## src/rtl/mant_normalizer_if.sv

```systemverilog
// Handshake and result bundle between the mantissa ALU, the normalizer and the packing stage.
interface mant_normalizer_if #(
    parameter int MW = 10,
    parameter int EW = 5
);
    logic          start;
    logic [MW+1:0] mant_in;
    logic [EW-1:0] exp_in;
    logic          busy;
    logic          done;
    logic [MW-1:0] mant_out;
    logic [EW-1:0] exp_out;
    logic          zero;
    logic          underflow;
    logic          overflow;

    modport master (
        output start, mant_in, exp_in,
        input  busy, done, mant_out, exp_out, zero, underflow, overflow
    );

    modport slave (
        input  start, mant_in, exp_in,
        output busy, done, mant_out, exp_out, zero, underflow, overflow
    );
endinterface

```

## src/rtl/mant_normalizer.sv

```systemverilog
// Post-subtraction mantissa normalizer: one bit position per cycle, then packs fraction, exponent and flags.
module mant_normalizer #(
    parameter int MW   = 10,
    parameter int EW   = 5,
    parameter int EMAX = 31
) (
    input  logic             clk,
    input  logic             rst,
    mant_normalizer_if.slave bus
);
    typedef enum logic [1:0] {IDLE, NORM, DONE} state_t;

    localparam logic [EW-1:0] E_MAX = EW'(EMAX);
    localparam logic [EW-1:0] E_ONE = EW'(1);

    state_t        state, state_n;
    logic [MW+1:0] m, m_n, m_sh;
    logic [EW-1:0] e, e_n, e_inc;
    logic [MW-1:0] mant_q, mant_n;
    logic [EW-1:0] exp_q, exp_n;
    logic          zero_q, zero_n;
    logic          uf_q, uf_n;
    logic          of_q, of_n;

    // NOTE: every variable gets a default before the case so no path leaves one unassigned (no latch).
    always_comb begin
        state_n = state;
        m_n     = m;
        e_n     = e;
        mant_n  = mant_q;
        exp_n   = exp_q;
        zero_n  = zero_q;
        uf_n    = uf_q;
        of_n    = of_q;
        m_sh    = m >> 1;
        e_inc   = e + E_ONE;

        unique case (state)
            IDLE: begin
                if (bus.start) begin
                    m_n     = bus.mant_in;
                    e_n     = bus.exp_in;
                    zero_n  = 1'b0;
                    uf_n    = 1'b0;
                    of_n    = 1'b0;
                    state_n = NORM;
                end
            end
            NORM: begin
                state_n = DONE;
                if (e == E_MAX) begin
                    of_n   = 1'b1;
                    mant_n = '0;
                    exp_n  = E_MAX;
                end else if (m == '0) begin
                    zero_n = 1'b1;
                    mant_n = '0;
                    exp_n  = '0;
                end else if (m[MW+1]) begin
                    // Carry out: drop the LSB without rounding, saturate to Inf on exponent overflow.
                    m_n = m_sh;
                    e_n = e_inc;
                    if (e_inc == E_MAX) begin
                        of_n   = 1'b1;
                        mant_n = '0;
                        exp_n  = E_MAX;
                    end else begin
                        mant_n = m_sh[MW-1:0];
                        exp_n  = e_inc;
                    end
                end else if (m[MW]) begin
                    mant_n = m[MW-1:0];
                    exp_n  = e;
                end else if (e <= E_ONE) begin
                    // Exponent floor reached before the hidden bit: emit as denormal, never wrap.
                    uf_n   = 1'b1;
                    mant_n = m[MW-1:0];
                    exp_n  = '0;
                end else begin
                    m_n     = m << 1;
                    e_n     = e - E_ONE;
                    state_n = NORM;
                end
            end
            DONE:    state_n = IDLE;
            default: state_n = IDLE;
        endcase
    end

    // NOTE: sequential state uses non-blocking assignments so all registers update from the same pre-edge values.
    always_ff @(posedge clk or posedge rst) begin
        if (rst) begin
            state  <= IDLE;
            m      <= '0;
            e      <= '0;
            mant_q <= '0;
            exp_q  <= '0;
            zero_q <= 1'b0;
            uf_q   <= 1'b0;
            of_q   <= 1'b0;
        end else begin
            state  <= state_n;
            m      <= m_n;
            e      <= e_n;
            mant_q <= mant_n;
            exp_q  <= exp_n;
            zero_q <= zero_n;
            uf_q   <= uf_n;
            of_q   <= of_n;
        end
    end

    assign bus.busy      = (state != IDLE);
    assign bus.done      = (state == DONE);
    assign bus.mant_out  = mant_q;
    assign bus.exp_out   = exp_q;
    assign bus.zero      = zero_q;
    assign bus.underflow = uf_q;
    assign bus.overflow  = of_q;
endmodule

```

## src/flat_wrapper.sv

```systemverilog
// flat-port wrapper written by rule: the top's interface ports become plain ports
module mant_normalizer_flat 
#(
    parameter int MW   = 10,
    parameter int EW   = 5,
    parameter int EMAX = 31
)
  (clk, rst, bus_start, bus_mant_in, bus_exp_in, bus_busy, bus_done, bus_mant_out, bus_exp_out, bus_zero, bus_underflow, bus_overflow);
  mant_normalizer_if #(.MW(MW), .EW(EW)) bus_i ();
  input  logic clk;
  input  logic rst;
  input wire logic [$bits(bus_i.start)-1:0] bus_start;
  input wire logic [$bits(bus_i.mant_in)-1:0] bus_mant_in;
  input wire logic [$bits(bus_i.exp_in)-1:0] bus_exp_in;
  output wire logic [$bits(bus_i.busy)-1:0] bus_busy;
  output wire logic [$bits(bus_i.done)-1:0] bus_done;
  output wire logic [$bits(bus_i.mant_out)-1:0] bus_mant_out;
  output wire logic [$bits(bus_i.exp_out)-1:0] bus_exp_out;
  output wire logic [$bits(bus_i.zero)-1:0] bus_zero;
  output wire logic [$bits(bus_i.underflow)-1:0] bus_underflow;
  output wire logic [$bits(bus_i.overflow)-1:0] bus_overflow;
  assign bus_i.start = bus_start;
  assign bus_i.mant_in = bus_mant_in;
  assign bus_i.exp_in = bus_exp_in;
  assign bus_busy = bus_i.busy;
  assign bus_done = bus_i.done;
  assign bus_mant_out = bus_i.mant_out;
  assign bus_exp_out = bus_i.exp_out;
  assign bus_zero = bus_i.zero;
  assign bus_underflow = bus_i.underflow;
  assign bus_overflow = bus_i.overflow;
  mant_normalizer #(.MW(MW), .EW(EW), .EMAX(EMAX)) u_core (.clk(clk), .rst(rst), .bus(bus_i));
endmodule
```

## config.mk

```make
export PLATFORM = sky130hd
export DESIGN_NAME = mant_normalizer_flat
export DESIGN_NICKNAME = d
export VERILOG_FILES = /design/src/rtl/mant_normalizer_if.sv /design/src/rtl/mant_normalizer.sv /design/src/flat_wrapper.sv
export SDC_FILE = /design/constraint.sdc
export NUM_CORES = 1
export LEC_CHECK = 0
export BUFFER_PORTS_ARGS = -buffer_cell sky130_fd_sc_hd__buf_4
export CORE_UTILIZATION = 59
export CTS_CLUSTER_DIAMETER = 50
export DETAILED_ROUTE_END_ITERATION = 8
export GPL_ROUTABILITY_DRIVEN = 0
export PLACE_DENSITY = 0.81
export SYNTH_ARGS = -nofsm -noshare
export SYNTH_HDL_FRONTEND = slang
export SYNTH_SLANG_ARGS = --single-unit
export TNS_END_PERCENT = 5
```

## constraint.sdc

```tcl
create_clock -name clk -period 6.49 [get_ports clk]
set_clock_uncertainty 0.2 [all_clocks]
set_input_delay 0.3245 -clock clk [delete_from_list [all_inputs] [get_ports clk]]
set_output_delay 0.3245 -clock clk [all_outputs]
set_load 0.02 [all_outputs]
```

# Word level (Yosys, flattened, before mapping)
# Index checks and enable logic that the tools add are counted.
# Widths: inputs -> output; s select.
[word_totals]
ff_bits = 37
in_bits = 20
out_inout_bits = 20
word_cells = 87
[classes]
addsub = 2
order_cmp = 1
n_eq_ne = 16
mux = 48
n_reduce_logical = 11
[ops]
columns = ["op", "count"]
rows = [
  ["$mux 10", 6],
  ["$mux 12", 5],
  ["$mux 5", 12],
  ["$pmux 12 s2", 1],
  ["$logic_not 12->1", 1],
  ["$mux 1", 12],
  ["$mux 2", 6],
  ["$mux 11", 1],
  ["$eq 5x5->1 const B", 2],
  ["$ne 2x2->1 const B", 5],
  ["$pmux 5 s2", 1],
  ["$ne 3x2->1 const B", 3],
  ["$reduce_and 4->1", 2],
  ["$reduce_and 7->1", 1],
  ["$ne 3x1->1 const B", 2],
  ["$pmux 1 s2", 3],
  ["$reduce_and 6->1", 1],
  ["$add 5x1->5 const B", 1],
  ["$le 5x1->1 const B", 1],
  ["$reduce_and 5->1", 1],
  ["$reduce_bool 5->1", 1],
  ["$sub 5x1->5 const B", 1],
  ["$ne 2x1->1 const B", 2],
  ["$pmux 2 s2", 1],
  ["5 further kinds", 6],
]

# Logic depth before layout (Yosys ltp)
# Gate-level depths: netlist (run 1).
[depth]
word_depth = 7
mapped_depth = 9
ltp_nobuf = 8

# Worst setup path after synthesis (run 1)
# Ideal clock, no wire load.
[synth_path]
kind = "flip-flop to flip-flop"
from = "register u_core.e[0]"
to = "register u_core.e[1]"
arrival_ns = 2.109
required_ns = 6.163
setup_slack_ns = 4.054
path_stages_with_launch = 10
synth_period_minus_slack_ns = 2.436
cell_sequence = "dfrtp_1 > ha_1 > and3_2 > ha_1 > nand2b_1 > a21o_1 > a221o_1 > buf_2 > a211oi_1 > a21oi_1"
[synth_via]
elab_chain_len = 7
word_cells_on_any_way = 13
cone_classes = "add/sub: 2; order compare: 1; eq/ne: 3; mux: 6; reduce/logical: 1"
[synth_rtl]
columns = ["item", "line", "rtl"]
rows = [
  ["start, declared", "mant_normalizer.sv:18", "logic [EW-1:0] e, e_n, e_inc;"],
  ["start signal, assigned", "mant_normalizer.sv:104", "e <= e_n;"],
  ["$sub 5x1->5", "mant_normalizer.sv:81", "e_n = e - E_ONE;"],
  ["$mux 5", "mant_normalizer.sv:74", "end else if (e <= E_ONE) begin"],
  ["$mux 5", "mant_normalizer.sv:71", "end else if (m[MW]) begin"],
  ["$mux 5", "mant_normalizer.sv:59", "end else if (m[MW+1]) begin"],
  ["$mux 5", "mant_normalizer.sv:55", "end else if (m == '0) begin"],
  ["$mux 5", "mant_normalizer.sv:51", "if (e == E_MAX) begin"],
  ["$pmux 5 s2", "mant_normalizer.sv:38", "unique case (state)"],
]
# Several ways; a longest one is shown, not always the timed one. The select of a mux whose other input is x is not followed.
# A chain may end at the register's enable or synchronous reset.

# Worst setup path after layout (run 1)
[layout_path]
from = "register u_core.e[1]"
to = "register u_core.e[1]"
# The elaborated chain is that of the path after synthesis.

==> reports/metrics.cfg, run 1 <==
[layout]
fin_area_um2 = 2520
syn_to_final_growth_pct = 15.3
drive_above_1_share = 0.225
final_common_cell = buf_4
diodes = 0
fin_nets = 293
fin_util = 0.732
final_cell_mix = buf_4, dfrtp_1, nand2_1

[timing]
finalHoldViolCount = 0
tightestPinTransition_ns = 1.10
finalCriticalPeriod_ns = 3.14
finalCritPeriodShare = 0.484
slew_headroom = 0.262
rsz0062_at_grt = no
tns_ns = 0
max_freq_ghz = 0.318
setup_viol = 0
slew_violations = 0
fin_ws_ns = 3.35

[power_and_ir_drop]
share_comb_of_total_power = 0.533
clkPwrFrac = 0.106
total_power_w = 0.00137
leakagePower_nw = 1.13
swShare = 0.476
internal-power_w = 0.000716
p_sw_w = 0.000649
vdd_drop_max_mv = 0.295
p_seq_frac = 0.361
powerDensity_nw_per_um2 = 542

[die]
die_w_um = 62.9
placementRows = 21
initial_utilization = 0.635
io_pins = 40
dieArea_um2 = 3950
die_h_um = 62.9
core_um2 = 3440

[worst_hold_path]
hold_end = u_core.m[11]
worstHoldStart = bus_mant_in[11]
hold_depth = 2
hp-class = input port to flop

[clocking]
clock_latency_ns = 0.29
root_buffer = clkbuf_8
path_clk_slew_ns = 0.06
clk_path_buf_depth = 2
ctsResizeCount = 0
cts_tree = done
numCtsBuffers = 5
h-tree-depth = 2
cts_num_sinks = 37

[grt]
overflow = 0
grt_pass1_wl_mm = 8.29
grt_max_degree = 38
grt_pass1_vias = 1673
grtUsageTotal = 0.273
antenna_found_initial = 0

[yosys]
async_reset_ff_frac = 1.00
synth_fp_nets = 264
yosysWarnings = 0
synth_ff_type = dfrtp_1
synth.avg_cell_area_um2 = 9.14
synth_seq_cells = 37
synth.area.top_cells = dfrtp_1, nand2_1, a221o_1, o21ai_1, a22o_1
ys_seq_area_frac = 0.424
synth_top_area_frac = 0.424
yosysTopAreaCell = dfrtp_1
ys_types = 47
syn_inst = 239
synth_area_um2 = 2180
synth_edf_count = 0

[drt]
wl_mm = 4.89
viasPerCell = 6.10
wl_per_cell_um = 15.6
drtIter0Drc = 84
drtPass1Iterations = 4
route.detailed.drc = 0
ant_nets = 0
num_vias = 1908

[setup_path]
r2r_end = u_core.e[1]
crit_fanout = 30
start_kind = flop
r2r_slack_ns = 3.35
worstSetupEndpointType = flop
path_cells = ha_1 -> and3_2 -> ha_1 -> nand2b_1 -> a21o_1 -> a221o_1 -> a211oi_1 -> a21oi_1
critical_path_class = flop to flop
r2r_start = u_core.e[1]
path_delay_family = compound AO/OA/AOI/OAI gates
cpPeakStageDelay_ns = 0.62
cp.depth = 8
reg2regPathDepth = 8
cpMostUsedCell = ha_1
crit_required_ns = 6.43
crit_slowest_cell = a221o_1
critPathArrivalTime_ns = 3.08
path_buf_inv = 0

[placed_design]
placed_cell_area_um2 = 2430
dpl_worst_slack_ns = 3.36
numPortBuffers = 39
dp_hpwl_mm = 3.36

[job]
maxCapViolCount = 0

[status]
outcome = finished clean

## power groups by stage
stage                     registers [W]  logic (W)  clock network [W]
after floorplan                0.000473   0.000567                  0
after global placement         0.000490   0.000709                  0
after detailed placement       0.000493   0.000723                  0
after CTS                      0.000488   0.000726           0.000150
after global routing           0.000511   0.000806           0.000161
final                          0.000493   0.000727           0.000145
## through the flow
step                cells  hold slack [ns]
CTS                   313           0.0532
detailed placement    306            0.265
floorplan             239            0.257
global placement      306            0.263
global route          313           0.0592
finish                313           0.0613
## cells by family after synthesis
| logic type | synth area share |
|---|---|
| compound gates | 0.313 |
| simple gates | 0.166 |
| flops | 0.424 |
| buf+inv | 0.0613 |
| fa+ha+maj | 0.0286 |
| xor+xnor | 0.00802 |
## Yosys cell counts (2+ instances only)
library cell	n
nor2_1	21
o41ai_1	2
buf_1	2
nand2_1	28
a22oi_1	2
a21o_1	3
buf_6	3
ha_1	5
nor4_1	4
a21oi_1	13
or2_2	2
o31ai_2	3
nand2b_1	5
a221o_1	9
buf_2	8
and3_2	2
dfrtp_1	37
clkbuf_1	5
a31oi_1	6
o21ai_0	13
o2bb2ai_1	8
o211ai_1	2
inv_1	5
nor3_1	2
a211oi_1	2
nand3_1	2
o21ai_1	16
nor2b_1	2
a22o_1	9
## flip-flops by register name, summed over array words and instances, names as in the netlist
signal / cells
u_core.e: 5
u_core.state: 2
u_core.bus.zero: 1
u_core.bus.exp_out: 5
u_core.bus.mant_out: 10
u_core.bus.underflow: 1
u_core.bus.overflow: 1
u_core.m: 12
## final cells by class
type | count | area, µm²
timing repair buffer | 41 | 310
inverter | 7 | 26.3
sequential | 37 | 926
tap | 46 | 57.6
clock inverter | 1 | 5.00
fill | 293 | 923
multi-input combinational | 176 | 1120
clock buffer | 5 | 68.8
## how the worst max path moves through the flow
stage	from	endpoint	slack [ns]
final	u_core.e[1]	u_core.e[1]	3.35
after global routing	u_core.e[1]	u_core.e[0]	3.09
after CTS	u_core.e[1]	u_core.e[1]	3.34
after detailed placement	u_core.e[1]	u_core.e[1]	3.36
after global placement	u_core.e[1]	u_core.e[1]	3.41
after floorplan	u_core.e[0]	u_core.e[1]	4.05
## layer usage
metal	vias up	part of all wire	global-route usage
met5	-	0	0
met4	0	0.014	0.119
met3	6	0.061	0.0438
met2	62	0.45	0.391
met1	899	0.48	0.405
li1	941	-	-
## what timing repair did
action / 4_1_cts / 5_1_grt
hold endpoints to repair: 37 / 0
hold buffers: 1 / 0
endpoints found under the setup margin: 0 / 0
buffers inserted: 0 / 0
(Power assumes the default switching activity.)
==> run 2: changes to the inputs <==
Settings changed: CORE_UTILIZATION 59 to 55, PLACE_DENSITY 0.81 to 0.76.
Clock period 6.49 ns to 3.3 ns, I/O delays scaled along.
==> run 2 against run 1 <==
Effect of this change:
- global-route usage increased by 2.0 points
- register-to-register slack got worse by 2.9 ns
- hold slack got worse by 0.032 ns
- via count increased by 6.1%
- fmax increased by 10%
- die area increased by 7.0%
- clock power increased by 110%
- sequential share of layout area decreased by 2.9 points
- design area increased by 8.6%
- core utilization decreased by 0.11 points
- final cell count increased by 8.3%
- largest cell class unchanged
- highest routed layer unchanged
==> reports/metrics.cfg, run 2 (same netlist as run 1, synthesis figures left out) <==
[die]
die_h_um = 65.0  ; +3.5%
die_w_um = 65.0  ; +3.5%
initial_utilization = 0.584  ; -0.0511
io_pins = 40  ; unchanged
placementRows = 22  ; +4.8%
core_um2 = 3740  ; +8.8%
dieArea_um2 = 4230  ; +7.0%

[drt]
drtIter0Drc = 114  ; +36%
num_vias = 2024  ; +6.1%
ant_nets = 0  ; unchanged
wl_per_cell_um = 15.8  ; +1.2%
drtPass1Iterations = 4  ; unchanged
viasPerCell = 5.97  ; -2.1%
route.detailed.drc = 0  ; unchanged
wl_mm = 5.36  ; +9.6%

[timing]
slew_violations = 0  ; unchanged
finalHoldViolCount = 0  ; unchanged
setup_viol = 0  ; unchanged
hold-worst-slack_ns = 0.0297  ; -0.0316 ns
max_freq_ghz = 0.350  ; +10%
finalCriticalPeriod_ns = 2.86  ; -0.286 ns
tns_ns = 0  ; unchanged
rsz0062_at_grt = no
slew_headroom = 0.351  ; +0.0888
tightestPinTransition_ns = 0.972  ; -0.126 ns
finalCritPeriodShare = 0.866  ; +0.381

[power_and_ir_drop]
powerDensity_nw_per_um2 = 1020  ; +88%
total_power_w = 0.00278  ; +100%
vdd_drop_max_mv = 0.523  ; +77%
leakagePower_nw = 1.23  ; +9.0%

[placed_design]
dp_hpwl_mm = 3.66  ; +9.0%
dp.cells = 314  ; +2.6%
numPortBuffers = 39  ; unchanged

[clocking]
clk_path_buf_depth = 2  ; unchanged
clock_latency_ns = 0.29  ; about the same
cts_num_sinks = 37  ; unchanged
ctsResizeCount = 0  ; unchanged
numCtsBuffers = 5  ; unchanged
cts_hold_buf = 17  ; +16
cts_tree = done
h-tree-depth = 2  ; unchanged
path_clk_slew_ns = 0.07  ; about the same
root_buffer = clkbuf_8
cts_setup_buffers = 0  ; unchanged

[setup_path]
r2r_start = u_core.e[1]
start_kind = flop
critical_path_class = flop to flop
crit_fanout = 19  ; -37%
crit_required_ns = 3.28  ; -3.15 ns
r2r_end = u_core.m[2]
worstSetupEndpointType = flop
cpMostUsedCell = ha_1
crit_slowest_cell = a221o_1
reg2regPathDepth = 9  ; +1
cpPeakStageDelay_ns = 0.53  ; -0.09 ns
r2r_slack_ns = 0.44  ; -2.90 ns
path_cells = ha_1 -> and3_2 -> ha_1 -> nand2b_1 -> a21o_1 -> a221o_1 -> buf_4 -> nand2_1 -> o21ai_1
critPathArrivalTime_ns = 2.84  ; -0.24 ns

[job]
maxCapViolCount = 0  ; unchanged

[layout]
final_common_cell = buf_4
largest_reg_flops = 12  ; unchanged
final_cell_mix = buf_4, dfrtp_1, nand2_1
instances_no_fill = 339  ; +8.3%
fin_util = 0.731  ; -0.00112
drive_above_1_share = 0.230  ; +0.00552
n_fill_cell = 302  ; +3.1%
diodes = 0  ; unchanged
fin_nets = 315  ; +7.5%
top_register = u_core.m
syn_to_final_growth_pct = 25.2

[grt]
grt_max_degree = 38  ; unchanged
antenna_found_initial = 0  ; unchanged
grt_pass1_wl_mm = 9.21  ; +11%
overflow = 0  ; unchanged
grt_pass1_vias = 1983  ; +19%
grtUsageTotal = 0.293  ; +0.0198

[worst_hold_path]
hp-class = input port to flop
worstHoldStart = bus_exp_in[4]
hold_end = u_core.e[4]
hold_depth = 4  ; +2

[status]
outcome = finished clean

-- run 2: cell count changes in the layout (fill, tap and decap cells not counted) --
cell	change
clkbuf_1	+1
buf_4	+6
dlygate4sd3_1	+16
clkinv_2	+1
-- run 2: stage by stage --
step	cell area, µm²	worst slack [ns]
6_report	2740	0.443
5_1_grt	2740	0.287
2_1_floorplan	2180	0.864
3_5_place_dp	2480	0.477
4_1_cts	2740	0.446
3_3_place_gp	2480	0.515
-- run 2: worst max path at each step --
stage / slack [ns] / startpoint / cells past startpoint / end
after global placement: 0.51 / u_core.e[1] / 9 / u_core.m[3]
after detailed placement: 0.48 / u_core.e[1] / 9 / u_core.m[2]
after global routing: 0.29 / u_core.e[1] / 9 / u_core.m[2]
after CTS: 0.45 / u_core.e[1] / 9 / u_core.m[2]
final: 0.44 / u_core.e[1] / 9 / u_core.m[2]
after floorplan: 0.86 / u_core.e[0] / 9 / u_core.e[1]
-- run 2: area by class of cell --
class                   count  area, µm²  share of cell area
repair buffers             63        515               0.188
clock inverters             2       10.0             0.00366
well taps                  48       60.1              0.0220
clock buffers               6       72.6              0.0265
inverters                   7       26.3             0.00961
flip-flops and latches     37        926               0.339
multi-input cells         176       1120               0.411
-- run 2: metal layers --
metal	up-vias	part of all wire	track usage	wire (µm)
li1	987	-	-	-
met1	946	0.45	0.391	2420
met2	81	0.47	0.462	2500
met3	10	0.067	0.0669	361
met4	0	0.014	0.111	77
met5	-	0	0	0
-- run 2: power breakdown --
part           switching [W]  internal (W)  total, W
clock network       0.000160      0.000146  0.000307
logic               0.000886      0.000655   0.00154
registers           0.000276      0.000659  0.000935
total                0.00132       0.00146   0.00278
-- run 2: worst max-delay path, delay by kind of cell (launching register included) --
family	cells	cell delay, ns
fa+ha+maj	2	0.51
buf+inv	1	0.29
simple gates	3	0.46
flops	1	0.48
compound gates	3	0.80
==> run 3: changes to the inputs <==
Settings changed: ABC_AREA from default to 1, CORE_UTILIZATION 55 to 57, PLACE_DENSITY 0.76 to 0.77.
==> run 3 against run 2 <==
Effect of this change:
- final cell count rose by 35%
- setup slack improved by 0.38 ns
- critical endpoint is now u_core.e[4]
- global-route usage fell by 0.86 points
- register-to-register slack improved by 0.38 ns
- first-iteration DRC count rose by 68%
- hold slack got worse by 0.023 ns
- critical path type unchanged
- fmax rose by 15%
- sequential share of layout area fell by 2.9 points
- non-clock buffer count fell by 11
==> reports/metrics.cfg, run 3 <==
[die]
placementRows = 23  ; +4.5%
dieArea_um2 = 4720  ; +12%
die_h_um = 68.7  ; +5.7%
initial_utilization = 0.612  ; +0.0288
die_w_um = 68.7  ; +5.7%
io_pins = 40  ; unchanged
core_um2 = 4140  ; +11%

[timing]
finalCriticalPeriod_ns = 2.48  ; -0.380 ns
tns_ns = 0  ; unchanged
setup_viol = 0  ; unchanged
finalCritPeriodShare = 0.751  ; -0.115
finalHoldViolCount = 0  ; unchanged
max_freq_ghz = 0.404  ; +15%
slew_violations = 0  ; unchanged
tightestPinTransition_ns = 0.475  ; -0.498 ns
slew_headroom = 0.683  ; +0.332
rsz0062_at_grt = no
hold-worst-slack_ns = 0.00646  ; -0.0232 ns

[yosys]
synth_edf_count = 0  ; unchanged
yosysWarnings = 0  ; unchanged
yosysTopAreaCell = dfrtp_1
synth_top_area_frac = 0.365  ; -0.0589
yosysMostFrequentCell = nand2_1
synth.area.top_cells = dfrtp_1, nand2_1, nor2_1, inv_1, a21oi_1
ys_seq_area_frac = 0.365  ; -0.0589
synth_area_um2 = 2540  ; +16%
syn_inst = 362  ; +51%
synth_fp_nets = 387  ; +47%
ys_types = 32  ; -32%
synthTopCellsByCount = nand2_1, dfrtp_1, nor2_1
synth_seq_cells = 37  ; unchanged
synth_ff_type = dfrtp_1
async_reset_ff_frac = 1.00  ; unchanged
synth.avg_cell_area_um2 = 7.01  ; -23%

[layout]
syn_to_final_growth_pct = 17.9
final_cell_mix = nand2_1, buf_4, dfrtp_1
top_register = u_core.m
final_common_cell = nand2_1
largest_reg_flops = 12  ; unchanged
fin_nets = 432  ; +37%
diodes = 0  ; unchanged
instances_no_fill = 458  ; +35%
drive_above_1_share = 0.221  ; -0.00965

[setup_path]
worstSetupEndpointType = flop
crit_fanout = 21  ; +2
crit_required_ns = 3.33  ; +0.05 ns
start_kind = flop
crit_path_start = u_core.e[0]
critical_path_class = flop to flop
r2r_start = u_core.e[0]
critPathArrivalTime_ns = 2.51  ; -0.33 ns

[drt]
wl_mm = 5.94  ; +11%
drtPass1Iterations = 5  ; +1
viasPerCell = 5.19  ; -13%
num_vias = 2378  ; +17%
ant_nets = 0  ; unchanged
route.detailed.drc = 0  ; unchanged
drtIter0Drc = 192  ; +68%
wl_per_cell_um = 13.0  ; -18%

[worst_hold_path]
worstHoldStart = bus_mant_in[2]
hp-class = input port to flop

[clocking]
cts_num_sinks = 37  ; unchanged
clock_latency_ns = 0.30  ; about the same
cts_tree = done
numCtsBuffers = 5  ; unchanged
clk_path_buf_depth = 2  ; unchanged
root_buffer = clkbuf_8
h-tree-depth = 2  ; unchanged
cts_setup_buffers = 0  ; unchanged
path_clk_slew_ns = 0.08  ; about the same

[placed_design]
dp.cells = 440  ; +40%
numPortBuffers = 39  ; unchanged
dp_hpwl_mm = 3.99  ; +9.0%

[power_and_ir_drop]
powerDensity_nw_per_um2 = 989  ; -2.8%
leakagePower_nw = 1.62  ; +32%
total_power_w = 0.00296  ; +6.3%
vdd_drop_max_mv = 0.507  ; -3.1%

[job]
maxCapViolCount = 0  ; unchanged

[grt]
antenna_found_initial = 0  ; unchanged
grt_pass1_wl_mm = 9.80  ; +6.4%
grtUsageTotal = 0.285  ; -0.00856
grt_max_degree = 38  ; unchanged
overflow = 0  ; unchanged
grt_pass1_vias = 2084  ; +5.1%

[status]
outcome = finished clean

==> run 3: path summary, 6_finish.rpt <==
path                                     endpoint  cells past startpoint  slack [ns]
max                                   u_core.e[4]                     11        0.82
min                                   u_core.m[2]                      5       0.006
max reg2reg                           u_core.e[4]                     11        0.82
min reg2reg                u_core.bus.mant_out[9]                      2        0.27
max in group asynchronous   u_core.bus.exp_out[0]                      4        2.23
min in group asynchronous    u_core.bus.underflow                      4        0.34
==> run 3: routing by layer <==
metal | vias to the layer above | routed length [µm] | global-route usage
met5 | - | 0 | 0
met4 | 0 | 65 | 0.0791
met2 | 69 | 2770 | 0.461
li1 | 1227 | - | -
met3 | 6 | 305 | 0.0493
met1 | 1076 | 2800 | 0.389
==> run 3: worst max-delay path: stages, from the launching register on <==
cell	delay, ns
dfrtp_1	0.46
ha_1	0.25
nand2_1	0.11
nor2_1	0.06
ha_1	0.23
inv_2	0.16
nor2_1	0.11
nor2_4	0.15
nand2_2	0.09
nor2_4	0.39
nand2_1	0.10
o21ai_1	0.10
==> run 3: cell families after synthesis <==
logic type      Yosys count  share of synthesized area
flops                    37                      0.365
fa+ha+maj                 5                     0.0247
simple gates            227                      0.414
buf+inv                  50                      0.102
compound gates           43                     0.0942
==> run 3: power breakdown <==
group / leakage [nW] / switching, W / internal [W]
registers: 0.468 / 0.000169 / 0.000653
clock network: 0.0439 / 0.000173 / 0.000146
logic: 1.11 / 0.00118 / 0.000637
total: 1.62 / 0.00152 / 0.00144
==> run 3: final cells by class <==
type,count,area [µm²]
clock inverter,3,17.5
clock buffer,5,68.8
fill,352,1150
inverter,36,150
sequential,37,926
timing repair buffer,52,415
multi-input combinational,275,1350
tap,50,62.6
==> run 3: timing repair <==
action / 4_1_cts / 5_1_grt
endpoints found under the hold margin: 46 / 0
resized for setup: 0 / 0
hold buffers: 10 / 0
==> run 3: stage by stage <==
| step | worst slack [ns] | instance area [µm²] | utilization |
|---|---|---|---|
| floorplan | 1.26 | 2540 | - |
| finish | 0.822 | 2990 | 0.722 |
| global route | 0.597 | 2990 | 0.722 |
| CTS | 0.817 | 2990 | 0.722 |
| global placement | 0.963 | 2810 | 0.677 |
| detailed placement | 0.840 | 2810 | 0.677 |
